$ cat src/rtl/register_file_pkg.sv
// Shared register-file definitions: widths, ABI argument-register indices and the
// ABI name table used by the register file and the instruction decoder.
package register_file_pkg;

    localparam int unsigned REGISTER_WIDTH   = 64;
    localparam int unsigned REGISTERNO_WIDTH = 5;
    localparam int unsigned NUM_REGS         = 32;

    localparam int unsigned A0_IDX = 10;
    localparam int unsigned A1_IDX = 11;
    localparam int unsigned A2_IDX = 12;
    localparam int unsigned A3_IDX = 13;
    localparam int unsigned A4_IDX = 14;
    localparam int unsigned A5_IDX = 15;
    localparam int unsigned A6_IDX = 16;
    localparam int unsigned A7_IDX = 17;

    // Four ASCII characters per entry, space padded.
    localparam logic [31:0] ABI_NAME [NUM_REGS] = '{
        "zero", "ra  ", "sp  ", "gp  ", "tp  ", "t0  ", "t1  ", "t2  ",
        "s0  ", "s1  ", "a0  ", "a1  ", "a2  ", "a3  ", "a4  ", "a5  ",
        "a6  ", "a7  ", "s2  ", "s3  ", "s4  ", "s5  ", "s6  ", "s7  ",
        "s8  ", "s9  ", "s10 ", "s11 ", "t3  ", "t4  ", "t5  ", "t6  "
    };

endpackage

$ cat src/rtl/register_file.sv
// 32-entry integer register file: two combinational read ports with write
// bypass, one write port, x0 hard-wired to zero, a0..a7 exported directly.
module register_file
    import register_file_pkg::*;
#(
    parameter int unsigned REGISTER_WIDTH   = register_file_pkg::REGISTER_WIDTH,
    parameter int unsigned REGISTERNO_WIDTH = register_file_pkg::REGISTERNO_WIDTH
) (
    input  logic                        clk,
    input  logic                        reset,
    input  logic                        in_wr_enable,
    input  logic                        display_regs,
    input  logic [REGISTERNO_WIDTH-1:0] in_rs1_regno,
    input  logic [REGISTERNO_WIDTH-1:0] in_rs2_regno,
    input  logic [REGISTERNO_WIDTH-1:0] in_rd_regno,
    input  logic [REGISTER_WIDTH-1:0]   in_rd_value,
    output logic [REGISTER_WIDTH-1:0]   out_rs1_value,
    output logic [REGISTER_WIDTH-1:0]   out_rs2_value,
    output logic [REGISTER_WIDTH-1:0]   out_a0,
    output logic [REGISTER_WIDTH-1:0]   out_a1,
    output logic [REGISTER_WIDTH-1:0]   out_a2,
    output logic [REGISTER_WIDTH-1:0]   out_a3,
    output logic [REGISTER_WIDTH-1:0]   out_a4,
    output logic [REGISTER_WIDTH-1:0]   out_a5,
    output logic [REGISTER_WIDTH-1:0]   out_a6,
    output logic [REGISTER_WIDTH-1:0]   out_a7
);

    localparam int unsigned NumRegs = 1 << REGISTERNO_WIDTH;

    logic [REGISTER_WIDTH-1:0] regs [NumRegs];
    logic                      wr_active;

    // Comparing against 1'b1 makes an X enable evaluate as no write.
    assign wr_active = reset && (in_wr_enable == 1'b1) && (in_rd_regno != '0);

    always_ff @(posedge clk or negedge reset) begin
        if (!reset) begin
            for (int i = 0; i < NumRegs; i++) begin
                regs[i] <= '0;
            end
        end else if (wr_active) begin
            regs[in_rd_regno] <= in_rd_value;
        end
    end

    always_comb begin
        out_rs1_value = '0;
        out_rs2_value = '0;
        if (reset) begin
            out_rs1_value = (wr_active && in_rd_regno == in_rs1_regno) ? in_rd_value
                                                                        : regs[in_rs1_regno];
            out_rs2_value = (wr_active && in_rd_regno == in_rs2_regno) ? in_rd_value
                                                                        : regs[in_rs2_regno];
        end
    end

    // Argument registers show stored state only, never the bypassed value.
    assign out_a0 = reset ? regs[A0_IDX] : '0;
    assign out_a1 = reset ? regs[A1_IDX] : '0;
    assign out_a2 = reset ? regs[A2_IDX] : '0;
    assign out_a3 = reset ? regs[A3_IDX] : '0;
    assign out_a4 = reset ? regs[A4_IDX] : '0;
    assign out_a5 = reset ? regs[A5_IDX] : '0;
    assign out_a6 = reset ? regs[A6_IDX] : '0;
    assign out_a7 = reset ? regs[A7_IDX] : '0;

`ifndef SYNTHESIS
    // Runs in the active region of the edge, so it prints the pre-write contents.
    always @(posedge clk) begin
        if (display_regs == 1'b1) begin
            for (int i = 0; i < NumRegs; i++) begin
                $display("%s = 0x%h", ABI_NAME[i], regs[i]);
            end
        end
    end
`endif

endmodule

$ cat config.mk
export PLATFORM = sky130hd
export DESIGN_NAME = register_file
export DESIGN_NICKNAME = d
export VERILOG_FILES = /design/src/rtl/register_file_pkg.sv /design/src/rtl/register_file.sv
export SDC_FILE = /design/constraint.sdc
export NUM_CORES = 2
export LEC_CHECK = 0
export CORE_MARGIN = 1.5
export CORE_UTILIZATION = 30
export DETAILED_ROUTE_END_ITERATION = 12
export SLEW_MARGIN = 25
export SYNTH_ARGS = -nofsm -noshare
export SYNTH_HDL_FRONTEND = slang
export SYNTH_SLANG_ARGS = --single-unit
$ cat constraint.sdc
create_clock -name clk -period 4.33 [get_ports clk]
set_input_delay 0.6495 -clock clk [delete_from_list [all_inputs] [get_ports clk]]
set_output_delay 0.6495 -clock clk [all_outputs]
set_load 0.01 [all_outputs]
# ---- Word level (Yosys, flattened, before mapping)
# Index checks and enable logic that the tools add are counted.
dict set report classes {
  n_lt_le_gt_ge 4
  n_eq_ne 2
  muxes 21
  bitwise_logic 3
  reduce_logical 6
}
# operator count
set ops {}
lappend ops {{$bwmux 2048} 1}
lappend ops {{$mux 64} 17}
lappend ops {{$bmux 64 s5} 2}
lappend ops {{$demux 64 s5} 1}
lappend ops {{$ge 6x6->1 const B} 3}
lappend ops {{$not 5->6} 3}
lappend ops {{$eq 5x5->1} 2}
lappend ops {{$lt 6x1->1 const B} 1}
lappend ops {{$logic_and 1x1->1} 5}
lappend ops {{$reduce_bool 5->1} 1}
dict set report totals {
  ff_bits 2048
  input_bits 83
  output_inout_bits 640
  elab_cells 68
}

# ---- Longest topological paths before layout
dict set report logic_depth {
  word_depth 6
  depth_mapped 11
  ltp_nobuf 5
}

# ---- Least setup slack after synthesis
# Ideal clock, no wire load.
dict set report synth_path {
  path_kind {input-to-output}
  start {input port in_rs1_regno[0]}
  end {output port out_rs1_value[44]}
  arrival_ps 2627
  slack_ps 1054
  stages 8
  n_path_buf 4
  path_cell_list {buf_4 buf_6 buf_2 buf_2 mux4_2 a22oi_1 o21ai_0 a221o_1}
}
dict set report synth_between {
  elab_chain_len 6
  word_cells_on_any_way 8
}
# element line
set synth_lines {}
lappend synth_lines {{from (decl)} register_file.sv:13} ;# input logic [REGISTERNO_WIDTH-1:0] in_rs1_regno,
lappend synth_lines {{$not 5->6 (implied by the code)} register_file.sv:52} ;# : regs[in_rs1_regno];
lappend synth_lines {{$bmux 64 s5} register_file.sv:52}
lappend synth_lines {{$mux 64 (implied by the code) (2 in a row)} register_file.sv:52}
lappend synth_lines {{$mux 64 (*)} register_file.sv:51} ;# out_rs1_value = (wr_active && in_rd_regno == in_rs1_regno) ? in_rd_value
lappend synth_lines {{$mux 64 (*)} register_file.sv:50} ;# if (reset) begin
lappend synth_lines {{to (decl)} register_file.sv:17} ;# output logic [REGISTER_WIDTH-1:0] out_rs1_value,
# Mark *: on every way between the ends. The rest lies on a longest branch, timed or not. The select of a mux whose other input is x is not followed.

# ---- Worst setup path in the final report
dict set report layout_path {
  start {input port in_rd_regno[1]}
  end {output port out_rs2_value[46]}
}
dict set report layout_between {
  elab_chain_len 5
  word_cells_on_any_way 6
}
# element line
set layout_lines {}
lappend layout_lines {{from (decl)} register_file.sv:15} ;# input logic [REGISTERNO_WIDTH-1:0] in_rd_regno,
lappend layout_lines {{$reduce_bool 5->1} register_file.sv:35} ;# assign wr_active = reset && (in_wr_enable == 1'b1) && (in_rd_regno != '0);
lappend layout_lines {{$logic_and 1x1->1} register_file.sv:35}
lappend layout_lines {{$logic_and 1x1->1 (*)} register_file.sv:53} ;# out_rs2_value = (wr_active && in_rd_regno == in_rs2_regno) ? in_rd_value
lappend layout_lines {{$mux 64 (*)} register_file.sv:53}
lappend layout_lines {{$mux 64 (*)} register_file.sv:50}
lappend layout_lines {{to (decl)} register_file.sv:18} ;# output logic [REGISTER_WIDTH-1:0] out_rs2_value,
# Mark *: on every way between the ends. The rest lies on a longest branch, timed or not.

==> metrics.md <==
| Metric | Value |
|---|---|
| Slowest cell on crit path | clkdlybuf4s50_1 |
| Status | complete, but fails checks |
| Top_reg_cell synth | dfrtp_1 |
| Yosys reg bits | 2048 |
| Total GRT Usage | 0.258 |
| Core footprint | 0.376 sq mm |
| Via count | 82600 |
| Die area | 0.382 sq mm |
| Worst endpoint required time | 3.68 ns |
| Startpoint class of the critical path | primary input |
| Vias in the first global route | 85300 |
| Reg clk slew, reported paths | 0.06 ns |
| Vias per cell | 5.89 |
| Die height | 618 um |
| R2r setup slk | 3.31 ns |
| Area share of the largest cell type after synthesis | 0.451 |
| GR Overflow Total | 0 |
| Post-Syn Area | 0.114 sq mm |
| Compound-cell area share of the yosys netlist | 0.0418 |
| Fin. max-slew vios | 0 |
| Met1 wire length | 194000 um |
| RR Startpoint | regs[981] |
| Crit share post-route | 1.00 |
| Max Fanout on Critical Path | 6 |
| I/O pins | 723 |
| Arrival time worst endpoint | 3.70 ns |
| Worst-Skew Late Latency | 0.99 ns |
| EDFF count, synth | 0 |
| Port Buffers | 721 |
| Fill cells | 35600 |
| Sequential cell area fraction in the yosys report | 0.451 |
| Chip Width | 618 um |
| Crit path capture | out_rs2_value[46] |
| Final nets | 8901 |
| Syn Area/Cell | 14.1 sq um |
| Highest metal used | met5 |
| Met3 wire length | 45300 um |
| Gpl congestion | 0.876 |
| Post-DRT Antenna Nets | 0 |
| # DRC | 0 |
| Synth Area in XOR/XNOR | 0.000771 |
| Largest net degree at the start of global routing | 143 |
| Top post-synthesis cells by area | dfrtp_1 (45%), mux2_2 (21%), mux4_2 (18%) |
| CTS root buf | clkbuf_16 |
| Worst stage delay on the critical path | 0.68 ns |
| Iter 0 DRT Violations | 9433 |
| Reg with most FFs | regs |
| Synth Area in Simple Gates | 0.0505 |
| Routed length on met2 | 226000 um |
| Max reg flops | 2048 |
| Fmax | 230 MHz |
| CTS Buf Count | 233 |
| Max-Slew Margin vs Limit | 0.267 |
| Final WS setup | -0.0190 ns |
| DP HPWL | 341000 um |
| Synth warnings | 0 |
| # Max-Cap Violations | 0 |
| RR Endpoint | regs[981] |
| Failing checks | negative setup slack |
| Initial Util | 0.302 |
| Depth of the most critical reg-to-reg path | 1 |
| Mapped Cells | 8037 |
| Syn_nets | 8120 |
| CP startpoint | in_rd_regno[1] |
| FFs w/ async S/R, synth | 1.00 |
| CP Cell Sequence | clkdlybuf4s50_1 -> or2_4 -> o41ai_4 -> buf_12 -> o31ai_4 -> buf_12 -> buf_4 -> o21ai_0 -> clkdlybuf4s50_1 |
| Mux cell area share after synthesis | 0.419 |
| Clock Sinks | 2048 |
| Synth-to-layout area growth | 23.1% |
| Share of cells above drive strength 1 | 0.477 |
| Crit Path Class | primary input to output pin |
| H-tree levels | 4 |
| Placed Cells incl. Taps | 13600 |
| Global-route wire length before repair | 698000 um |
| Shortest period the worst path allows | 4.35 ns |
| Drt first pass iters | 8 |
| CP endpoint kind | output pin |
| # setup viols final | 2 |
| Post-Synth Adder-Cell Area | 0 |
| CTS tree | yes |
| WL/cell | 36.0 um |
| Endpoints failing hold | 0 |
| Initial antenna violation count | 52 |
| Biggest regs | regs x2048 |
| Row cnt | 225 |
| VDD IR max | 0.362 mV |
| Fin Clk Skew | 0 ns |
| Leakage | 60.1 nW |
| Power per cell area | 401 mW/mm^2 |
| Setup WS pre-CTS | -0.607 ns |
| Final std cells w/o fill | 14000 |
| Synth cell types | 65 |
| Measured slew at the worst slew-check pin | 1.09 ns |
| Path category of the worst min-delay check | primary input to asynchronous set/reset pin |
| Clk buf depth | 4 |
| TNS Setup | -0.0208 ns |
| Routed WL | 506000 um |
| Largest family of logic cells by synthesized area | multiplexers |
| Leading area contributor after synthesis | dfrtp_1 |
## worst min-delay path by stage
stage | endpoint | cells past startpoint | slack, ns
after floorplan | regs[0] | 0 | 0.35
after global placement | regs[1989] | 0 | 0.38
after detailed placement | regs[2011] | 0 | 0.38
after CTS | regs[1652] | 3 | 0.002
after global routing | regs[1908] | 3 | 0.03
final | regs[1652] | 3 | 0.03
## what timing repair did
item,CTS,global route
setup buffers,2,6
hold endpoints to repair,203,0
hold buffers,11,0
resized for setup,20,8
setup endpoints to repair,100,19
pin swaps,3,2
## layout by cell type (no fill, tap or decap), types with 10 or more instances in the layout
cell type | netlist | layout
o22ai_1 | 68 | 68
and3_1 | 43 | 43
o32ai_1 | 16 | 16
mux2i_1 | 272 | 272
nor2_4 | 0 | 39
a31oi_1 | 19 | 18
buf_4 | 61 | 523
a211oi_1 | 60 | 60
bufinv_16 | 0 | 18
dfrtp_1 | 2048 | 2048
buf_12 | 0 | 214
a221o_1 | 50 | 49
mux2_2 | 2122 | 2122
nor3_1 | 12 | 11
nand3_1 | 31 | 30
a32oi_1 | 21 | 21
clkbuf_1 | 481 | 54
xnor2_1 | 10 | 10
clkbuf_16 | 0 | 235
mux4_2 | 929 | 929
a32o_1 | 12 | 11
o31ai_1 | 15 | 13
nor2b_1 | 26 | 16
clkbuf_8 | 0 | 55
clkinvlp_4 | 0 | 11
a22oi_1 | 37 | 36
nor2_1 | 99 | 60
diode_2 | 0 | 25
o221ai_1 | 32 | 32
clkdlybuf4s50_1 | 0 | 700
clkinv_2 | 0 | 41
a221oi_1 | 82 | 81
a21oi_1 | 83 | 80
o21ai_0 | 107 | 105
and2_1 | 531 | 529
nand2_1 | 289 | 279
## cells in the mapped netlist (all sizes together) (68+ instances only)
cell type  number
o22ai          68
buf           435
a221oi         82
o21ai         107
nor2          101
clkbuf        481
a21oi          83
nand2         289
mux2i         272
mux4          929
mux2         2122
dfrtp        2048
and2          532
## logic make-up after synthesis
group,Yosys count
compound gates,651
xor+xnor,10
buf+inv,927
mux,3323
flops,2048
simple gates,1078
## critical path: cells and delay by family
family                 cells  cell delay (ns)
and+or+nand+nor            1             0.32
buffers and inverters      5             1.72
AOI/OAI and AO/OA          3             0.98
## layer usage
metal  vias up  global-route usage
met5         -                   0
met1     44400               0.322
met2      4804               0.395
met4        18               0.176
met3      1244              0.0659
li1      32200                   -
## metrics by stage
stage / hold slack (ns) / utilization / instance area, sq um / total power (W)
5_1_grt: 0.0336 / 0.372 / 140000 / 0.0578
3_5_place_dp: 0.384 / 0.350 / 132000 / 0.0355
4_1_cts: 0.00195 / 0.371 / 140000 / 0.0561
6_report: 0.0310 / 0.372 / 140000 / 0.0561
3_3_place_gp: 0.377 / 0.350 / 131000 / 0.0349
2_1_floorplan: 0.354 / - / 114000 / 0.0300
## final cells by class
class	instances	area, sq um	area share
clock inverter	84	1080	0.00771
multi-input combinational	5062	58700	0.420
clock buffer	343	6830	0.0488
inverter	11	75.1	0.000537
timing repair buffer	1462	15500	0.111
antenna	25	62.6	0.000447
sequential	2048	51200	0.367
tap	4994	6250	0.0447
## report_power, final
group | total (W) | switching, W | internal, W
clock | 0.0207 | 0.00872 | 0.0120
sequential | 0.0239 | 0.00237 | 0.0216
combinational | 0.0114 | 0.00520 | 0.00620
total | 0.0561 | 0.0163 | 0.0398
No activity file was read; power rests on OpenSTA's default activity.
